### src/rtl/timer_array.sv
// Bank of NCH independent down-counting timers with a small word-addressed register bus.
// Ports: clk/reset (async, active-low); we/addr/wdata write port; rdata combinational read;
//        irq[NCH-1:0] per-channel level interrupt (pending AND IM), irq_any = OR of irq.
module timer_array #(
  parameter int NCH   = 2,
  parameter int CNT_W = 32
) (
  input  logic             clk,
  input  logic             reset,
  input  logic             we,
  input  logic [3:0]       addr,
  input  logic [31:0]      wdata,
  output logic [31:0]      rdata,
  output logic [NCH-1:0]   irq,
  output logic             irq_any
);

  typedef enum logic [1:0] {ST_IDLE, ST_LOAD, ST_CNT, ST_INT} state_t;

  localparam logic [2:0] NCH_L = 3'(NCH);

  logic [1:0]           sel_ch;
  logic [1:0]           sel_reg;
  logic                 ch_ok;
  logic [NCH-1:0][31:0] rd_val;

  assign sel_ch  = addr[3:2];
  assign sel_reg = addr[1:0];
  // Channels at or above NCH have no instance below, so writes to them match nothing.
  assign ch_ok   = ({1'b0, sel_ch} < NCH_L);

  genvar i;
  generate
    for (i = 0; i < NCH; i++) begin : g_ch
      localparam logic [1:0] IDX = 2'(i);

      state_t           state_q, state_d;
      logic             en_q, mode_q, im_q;
      logic [2:0]       ps_q;
      logic [CNT_W-1:0] preset_q, count_q;
      logic [6:0]       psc_q, psc_max;
      logic             pend_q;
      logic             hit, wr_ctrl, wr_preset, wr_status;
      logic             tick, cnt_zero;
      logic             do_load, do_dec, do_set, do_clr_en, psc_run;
      logic [31:0]      rd_ch;

      assign hit       = we && (sel_ch == IDX);
      assign wr_ctrl   = hit && (sel_reg == 2'd0);
      assign wr_preset = hit && (sel_reg == 2'd1);
      assign wr_status = hit && (sel_reg == 2'd3);

      // 2^PS - 1; for PS=7 the shift overflows to 0 and the subtract wraps to 127.
      assign psc_max  = (7'd1 << ps_q) - 7'd1;
      assign tick     = (psc_q == psc_max);
      assign cnt_zero = (count_q == '0);

      // State register
      always_ff @(posedge clk or negedge reset) begin
        if (!reset) state_q <= ST_IDLE;
        else        state_q <= state_d;
      end

      // Next-state logic: clearing EN drops any active state back to IDLE
      always_comb begin
        state_d = state_q;
        case (state_q)
          ST_IDLE: if (en_q) state_d = ST_LOAD;
          ST_LOAD: state_d = en_q ? ST_CNT : ST_IDLE;
          ST_CNT: begin
            if (!en_q)                 state_d = ST_IDLE;
            else if (tick && cnt_zero) state_d = ST_INT;
          end
          ST_INT:  state_d = (en_q && mode_q) ? ST_LOAD : ST_IDLE;
          default: state_d = ST_IDLE;
        endcase
      end

      // Output decode: datapath controls for this cycle
      always_comb begin
        do_load   = (state_q == ST_LOAD) && en_q;
        psc_run   = (state_q == ST_CNT) && en_q;
        do_dec    = psc_run && tick && !cnt_zero;
        do_set    = psc_run && tick && cnt_zero;
        do_clr_en = (state_q == ST_INT) && en_q && !mode_q;
      end

      // Datapath registers
      always_ff @(posedge clk or negedge reset) begin
        if (!reset) begin
          en_q     <= 1'b0;
          mode_q   <= 1'b0;
          im_q     <= 1'b0;
          ps_q     <= 3'd0;
          preset_q <= '0;
          count_q  <= '0;
          psc_q    <= 7'd0;
          pend_q   <= 1'b0;
        end else begin
          // A software CTRL write takes precedence over the one-shot EN clear.
          if (wr_ctrl) begin
            en_q   <= wdata[0];
            mode_q <= wdata[1];
            im_q   <= wdata[3];
            ps_q   <= wdata[6:4];
          end else if (do_clr_en) begin
            en_q <= 1'b0;
          end

          if (wr_preset) preset_q <= wdata[CNT_W-1:0];

          if (do_load)     count_q <= preset_q;
          else if (do_dec) count_q <= count_q - CNT_W'(1);

          // CTRL writes restart the prescaler so a new PS takes effect from a clean phase.
          if (do_load || wr_ctrl) psc_q <= 7'd0;
          else if (psc_run)       psc_q <= tick ? 7'd0 : psc_q + 7'd1;

          // Hardware set beats a same-cycle W1C.
          if (do_set)                      pend_q <= 1'b1;
          else if (wr_status && wdata[0])  pend_q <= 1'b0;
        end
      end

      always_comb begin
        rd_ch = '0;
        case (sel_reg)
          2'd0: rd_ch = {25'd0, ps_q, im_q, 1'b0, mode_q, en_q};
          2'd1: rd_ch = 32'(preset_q);
          2'd2: rd_ch = 32'(count_q);
          2'd3: rd_ch = {31'd0, pend_q};
          default: rd_ch = '0;
        endcase
      end

      assign rd_val[i] = rd_ch;
      assign irq[i]    = pend_q & im_q;
    end
  endgenerate

  always_comb begin
    rdata = '0;
    if (ch_ok) begin
      for (int k = 0; k < NCH; k++) begin
        if (sel_ch == 2'(k)) rdata = rd_val[k];
      end
    end
  end

  assign irq_any = |irq;

endmodule

### config.mk
export PLATFORM = sky130hd
export DESIGN_NAME = timer_array
export DESIGN_NICKNAME = d
export VERILOG_FILES = /design/src/rtl/timer_array.sv
export SDC_FILE = /design/constraint.sdc
export NUM_CORES = 1
export LEC_CHECK = 0
export ABC_CLOCK_PERIOD_IN_PS = 2960
export CORE_UTILIZATION = 25
export DETAILED_ROUTE_END_ITERATION = 12
export PLACE_DENSITY = 0.53
export SYNTH_ARGS = -nofsm -noshare
export SYNTH_HDL_FRONTEND = slang
export SYNTH_SLANG_ARGS = --single-unit
### constraint.sdc
create_clock -name clk -period 2.96 [get_ports clk]
set_input_delay 0.296 -clock clk [delete_from_list [all_inputs] [get_ports clk]]
set_output_delay 0.296 -clock clk [all_outputs]
set_load 0.01 [all_outputs]
## Word-level counts from Yosys, hierarchy flattened

Index checks and enable logic that the tools add are counted.
W data, S select, Z words.

- Bits in registers: 160
- Bits in latches: 0
- Memory bits (writable): 0
- Memory bits (read-only): 0
- Bits of input ports: 39
- Logic and storage cells: 131
- Memories kept: 0

- Add/subtract/negate cells: 6
- Multiply operators: 0
- Div/mod/pow operators: 0
- Order comparisons: 1
- Equality and inequality tests: 16
- Shift-type cells: 2
- Multiplexer cells: 35
- Bitwise operators: 2
- Reduce and logical (&&, ||, !) cells: 51

Operator list:

| operator | count |
|---|---|
| $pmux W32 S4 | 2 |
| $mux W32 | 7 |
| $logic_not A32 Y1 | 2 |
| $sub A32 B1 Y32 const B | 2 |
| $mux W7 | 6 |
| $logic_and A1 B1 Y1 | 28 |
| $mux W2 | 8 |
| $pmux W2 S4 | 2 |
| $reduce_bool A2 Y1 | 8 |
| $add A7 B1 Y7 const B | 2 |
| $eq A7 B7 Y1 | 2 |
| $shl A1 B3 Y7 const A | 2 |
| $sub A7 B1 Y7 const B | 2 |
| $eq A2 B2 Y1 const B | 6 |
| $mux W1 | 10 |
| $eq A2 B1 Y1 const B | 4 |
| $logic_not A2 Y1 | 4 |
| $ne A3 B3 Y1 const B | 2 |
| $logic_not A1 Y1 | 4 |
| $ne A2 B2 Y1 const B | 2 |
| $reduce_and A2 Y1 | 2 |
| $and A1 B1 Y1 | 2 |
| $logic_or A1 B1 Y1 | 2 |
| $lt A2 B2 Y1 const B | 1 |
| $reduce_or A2 Y1 | 1 |

## Logic depth before layout (Yosys ltp)

- Depth in word-level cells: 7
- Gate-level depth with buffers: 15
- Mapped depth without buffers: 10

## Least setup slack after synthesis

OpenSTA, ideal clock, no wires.

- Path type: flip-flop to flip-flop
- From: register g_ch[1].ps_q[1]
- To: register g_ch[1].count_q[24]
- Library setup time: 0.082 ns
- Arrival: 3.028 ns
- Data required time: 2.878 ns
- Path slack: -0.149 ns
- Stages on the path, launching flop included: 12
- Period minus slack after synthesis: 3.109 ns
- Cells stage by stage: dfrtp_1 -> buf_2 -> or3_1 -> ha_1 -> clkbuf_1 -> o221a_2 -> o221a_2 -> nor4_1 -> buf_4 -> nand4_1 -> or4_1 -> a31oi_1

- Word-level cells in the longest chain between the ends: 6

RTL lines:

| item | RTL line | source |
|---|---|---|
| from (decl) | 39 | `logic [2:0] ps_q;` |
| from (signal assigned) | 105 | `ps_q <= wdata[6:4];` |
| $shl A1 B3 Y7 | 54 | `assign psc_max = (7'd1 << ps_q) - 7'd1;` |
| $sub A7 B1 Y7 | 54 |  |
| $eq A7 B7 Y1 | 55 | `assign tick = (psc_q == psc_max);` |
| $logic_and A1 B1 Y1 (2 in series) | 83 | `do_dec = psc_run && tick && !cnt_zero;` |
| $reduce_bool A2 Y1 (no source line) | - |  |
| to (signal assigned) | 112 | `if (do_load) count_q <= preset_q;` |
| to (signal assigned) | 113 | `else if (do_dec) count_q <= count_q - CNT_W'(1);` |
| to (decl) | 40 | `logic [CNT_W-1:0] preset_q, count_q;` |

Every way passes these cells.
A chain may end at the register's enable or synchronous reset.

## Final worst setup path

- From: register g_ch[1].ps_q[1]
- To: register g_ch[1].count_q[12]

The elaborated chain is that of the path after synthesis.

==> results.sh <==
export IMPL_start_util_pct=25.6
export IMPL_grt_first_pass_wirelength_mm=47.8
export IMPL_synth_fp_nets=999
export IMPL_maxCapViolCount=0
export IMPL_nets=1116
export IMPL_cpMostUsedCell="or3_4"
export IMPL_placed_area_um2=11000
export IMPL_synth_top_area_cell="dfrtp_1"
export IMPL_clk_latency_ps=430
export IMPL_crit_chain="or3_4, ha_4, nor3_1, a21oi_1, o221a_4, or4_4, or3_4, or3_4, nand3_2"
export IMPL_synth_edf_count=0
export IMPL_tns_ps=-12.7
export IMPL_htreeDepth=4
export IMPL_ys_ff_latch=160
export IMPL_holdWs_ps=381
export IMPL_syn_to_final_growth_pct=28.0
export IMPL_p_per_area_nw_per_um2=759
export IMPL_final_antenna_net_count=0
export IMPL_required_ps=3330
export IMPL_rsz0062_at_grt="yes"
export IMPL_die_x_um=194
export IMPL_crit_type="reg2reg"
export IMPL_vias_per_cell=5.27
export IMPL_cts_tree="done"
export IMPL_synthTopCellsByArea="dfrtp_1 44%, mux2_2 8.7%, a22oi_1 4.0%, nand2_1 3.8%, o21ai_0 2.8%"
export IMPL_gp_congestion=0.903
export IMPL_firstDrtPassIters=6
export IMPL_overflow=0
export IMPL_path_clk_slew_ps=70
export IMPL_ir_drop_uv=426
export IMPL_tightest_slew_ps=732
export IMPL_coreArea_um2=35800
export IMPL_grt_usage_pct=16.3
export IMPL_outcome="finished with violations"
export IMPL_cts_buffers=17
export IMPL_critPathArrivalTime_ps=3350
export IMPL_top_layer_used="met4"
export IMPL_cp_end_kind="flip-flop"
export IMPL_drt_iter0_drc=697
export IMPL_min_period_ps=2970
export IMPL_crit_path_top_delay_cell="or4_4"
export IMPL_synth_ff_type="dfrtp_1"
export IMPL_hpwlAfterDp_mm=22.9
export IMPL_ys_types=70
export IMPL_setup_viol=1
export IMPL_antenna_found_initial=0
export IMPL_syn_area_um2=9170
export IMPL_max_freq_ghz=0.336
export IMPL_grt_pass1_vias=8037
export IMPL_cts_sinks=160
export IMPL_postLayoutCoreUtil_pct=32.8
export IMPL_wl_met1_mm=12.9
export IMPL_routed_wl_met3_mm=1.48
export IMPL_async_flop_share_pct=100
export IMPL_die_height_um=194
export IMPL_maxSlewHeadroom_pct=51.1
export IMPL_vias=8142
export IMPL_wl_per_cell_um=19.5
export IMPL_synth_top_cell_area_share_pct=43.6
export IMPL_design_portCount=74
export IMPL_worst_slack_ps=-12.7
export IMPL_avgSynthCellArea_um2=9.62
export IMPL_cp_max_fo=7
export IMPL_slowest_delay_ps=620
export IMPL_netlist_instances=954
export IMPL_dieArea_um2=37500
export IMPL_fin_crit_sh_pct=100
export IMPL_io_buffers=73
export IMPL_hp_class="in2async"
export IMPL_grt_start_max_net_pins=54
export IMPL_hold_viol=0
export IMPL_fin_worst_skew_ps=9.21
export IMPL_ctsRootBufferMaster="clkbuf_16"
export IMPL_wl_mm=30.1
export IMPL_fin_area_um2=11700
export IMPL_violations="setup timing"
export IMPL_routed_wl_met2_mm=14.8
export IMPL_row_count=69
export IMPL_yosys_warnings=0
export IMPL_yosysSeqAreaShare_pct=43.6
export IMPL_diodes=0
export IMPL_clk_path_buf_depth=2
export IMPL_finalPower_mw=8.91
export IMPL_cp_start_kind="flip-flop"
export IMPL_drc=0
export IMPL_leakagePower_nw=4.57
export IMPL_final_max_slew_viol_count=0
export IMPL_layout_drive_gt1_share_pct=23.0
==> cells by family after synthesis <==
logic type               synth area share [%]
AO/OA/AOI/OAI                            19.4
XOR/XNOR                                 3.06
adder cells (fa/ha/maj)                 0.818
buffers and inverters                    3.75
flip-flops                               43.6
multiplexers                             10.5
AND/OR/NAND/NOR                          18.8
==> Yosys cell counts (all sizes together), types with 16 or more instances <==
| library cell | count |
|---|---|
| nor3 | 32 |
| nand4 | 18 |
| dfrtp | 160 |
| or3 | 17 |
| nor4 | 20 |
| nor2 | 62 |
| mux2 | 71 |
| clkbuf | 50 |
| o22ai | 21 |
| a21oi | 27 |
| o21ai | 57 |
| buf | 16 |
| nand3 | 27 |
| nand2 | 92 |
| xor2 | 17 |
| a22oi | 49 |
==> repair_timing <==
action	4_1_cts	5_1_grt
hold endpoints to repair	49	0
buffers inserted	0	7
gates cloned	0	1
resized for setup	1	33
endpoints found under the setup margin	2	47
hold buffers	1	0
pin swaps	0	12
==> metrics by stage <==
stage                     std cells  setup WS [ps]
final                          1545          -12.7
after global routing           1545          -96.8
after CTS                      1537           6.98
after detailed placement       1504          -35.2
after global placement         1504          -15.0
after floorplan                 954          -36.2
==> path summary, 6_finish.rpt <==
path	cells after the start	from	slack, ps	endpoint
worst min register to register	2	g_ch[0].im_q	510	g_ch[0].im_q
worst max register to register	9	g_ch[1].ps_q[1]	-10	g_ch[1].count_q[12]
worst max-delay path	9	g_ch[1].ps_q[1]	-10	g_ch[1].count_q[12]
max in group asynchronous	3	reset	1890	g_ch[0].count_q[23]
worst min-delay path	2	reset	380	g_ch[1].preset_q[25]
min in group clk	2	g_ch[0].im_q	510	g_ch[0].im_q
==> routing by layer <==
layer / GRT usage [%] / up-vias
li1: - / 3844
met1: 21.3 / 4019
met2: 27.2 / 223
met3: 2.82 / 56
met4: 5.63 / 0
met5: 0 / -
==> critical path, delay by kind of cell, from the launching register on <==
family	cells	cell delay (ps)
AOI/OAI and AO/OA	2	310
adders and majority gates	1	200
DFF	1	410
and+or+nand+nor	6	2010
==> registers in the layout, summed over array words and instances (netlist names) <==
signal / count
g_ch.im_q: 2
g_ch.state_q: 4
g_ch.preset_q: 64
g_ch.mode_q: 2
g_ch.pend_q: 2
g_ch.ps_q: 6
g_ch.en_q: 2
g_ch.psc_q: 14
g_ch.count_q: 64
==> where the power goes <==
part | switching, mW | internal [mW]
clock | 0.932 | 1.12
sequential | 0.993 | 2.90
combinational | 1.48 | 1.49
total | 3.40 | 5.51
==> placed cells by master, fill, tap and decap left out, types with 9 or more instances in the layout <==
cell / instances
a211oi_1: 15
a21o_1: 11
a21oi_1: 25
a221o_1: 9
a22oi_1: 49
a31oi_1: 9
buf_4: 81
clkbuf_16: 17
clkdlybuf4s50_1: 72
dfrtp_1: 160
inv_1: 14
mux2_2: 71
mux2i_1: 12
nand2_1: 91
nand3_1: 25
nand4_1: 18
nor2_1: 56
nor3_1: 31
nor4_1: 13
o211ai_1: 14
o21ai_0: 51
o22ai_1: 21
or3_1: 13
or4_1: 10
xnor2_1: 14
xor2_1: 16
==> final cells by class <==
class                      count  area (um^2)
clock buffer                  21          460
multi-input combinational    714         5070
tap                          461          577
clock inverter                11         83.8
timing repair buffer         164         1500
sequential                   160         4000
inverter                      14         52.6
fill                        3658        24100
Power figures use the tool's default switching activity.
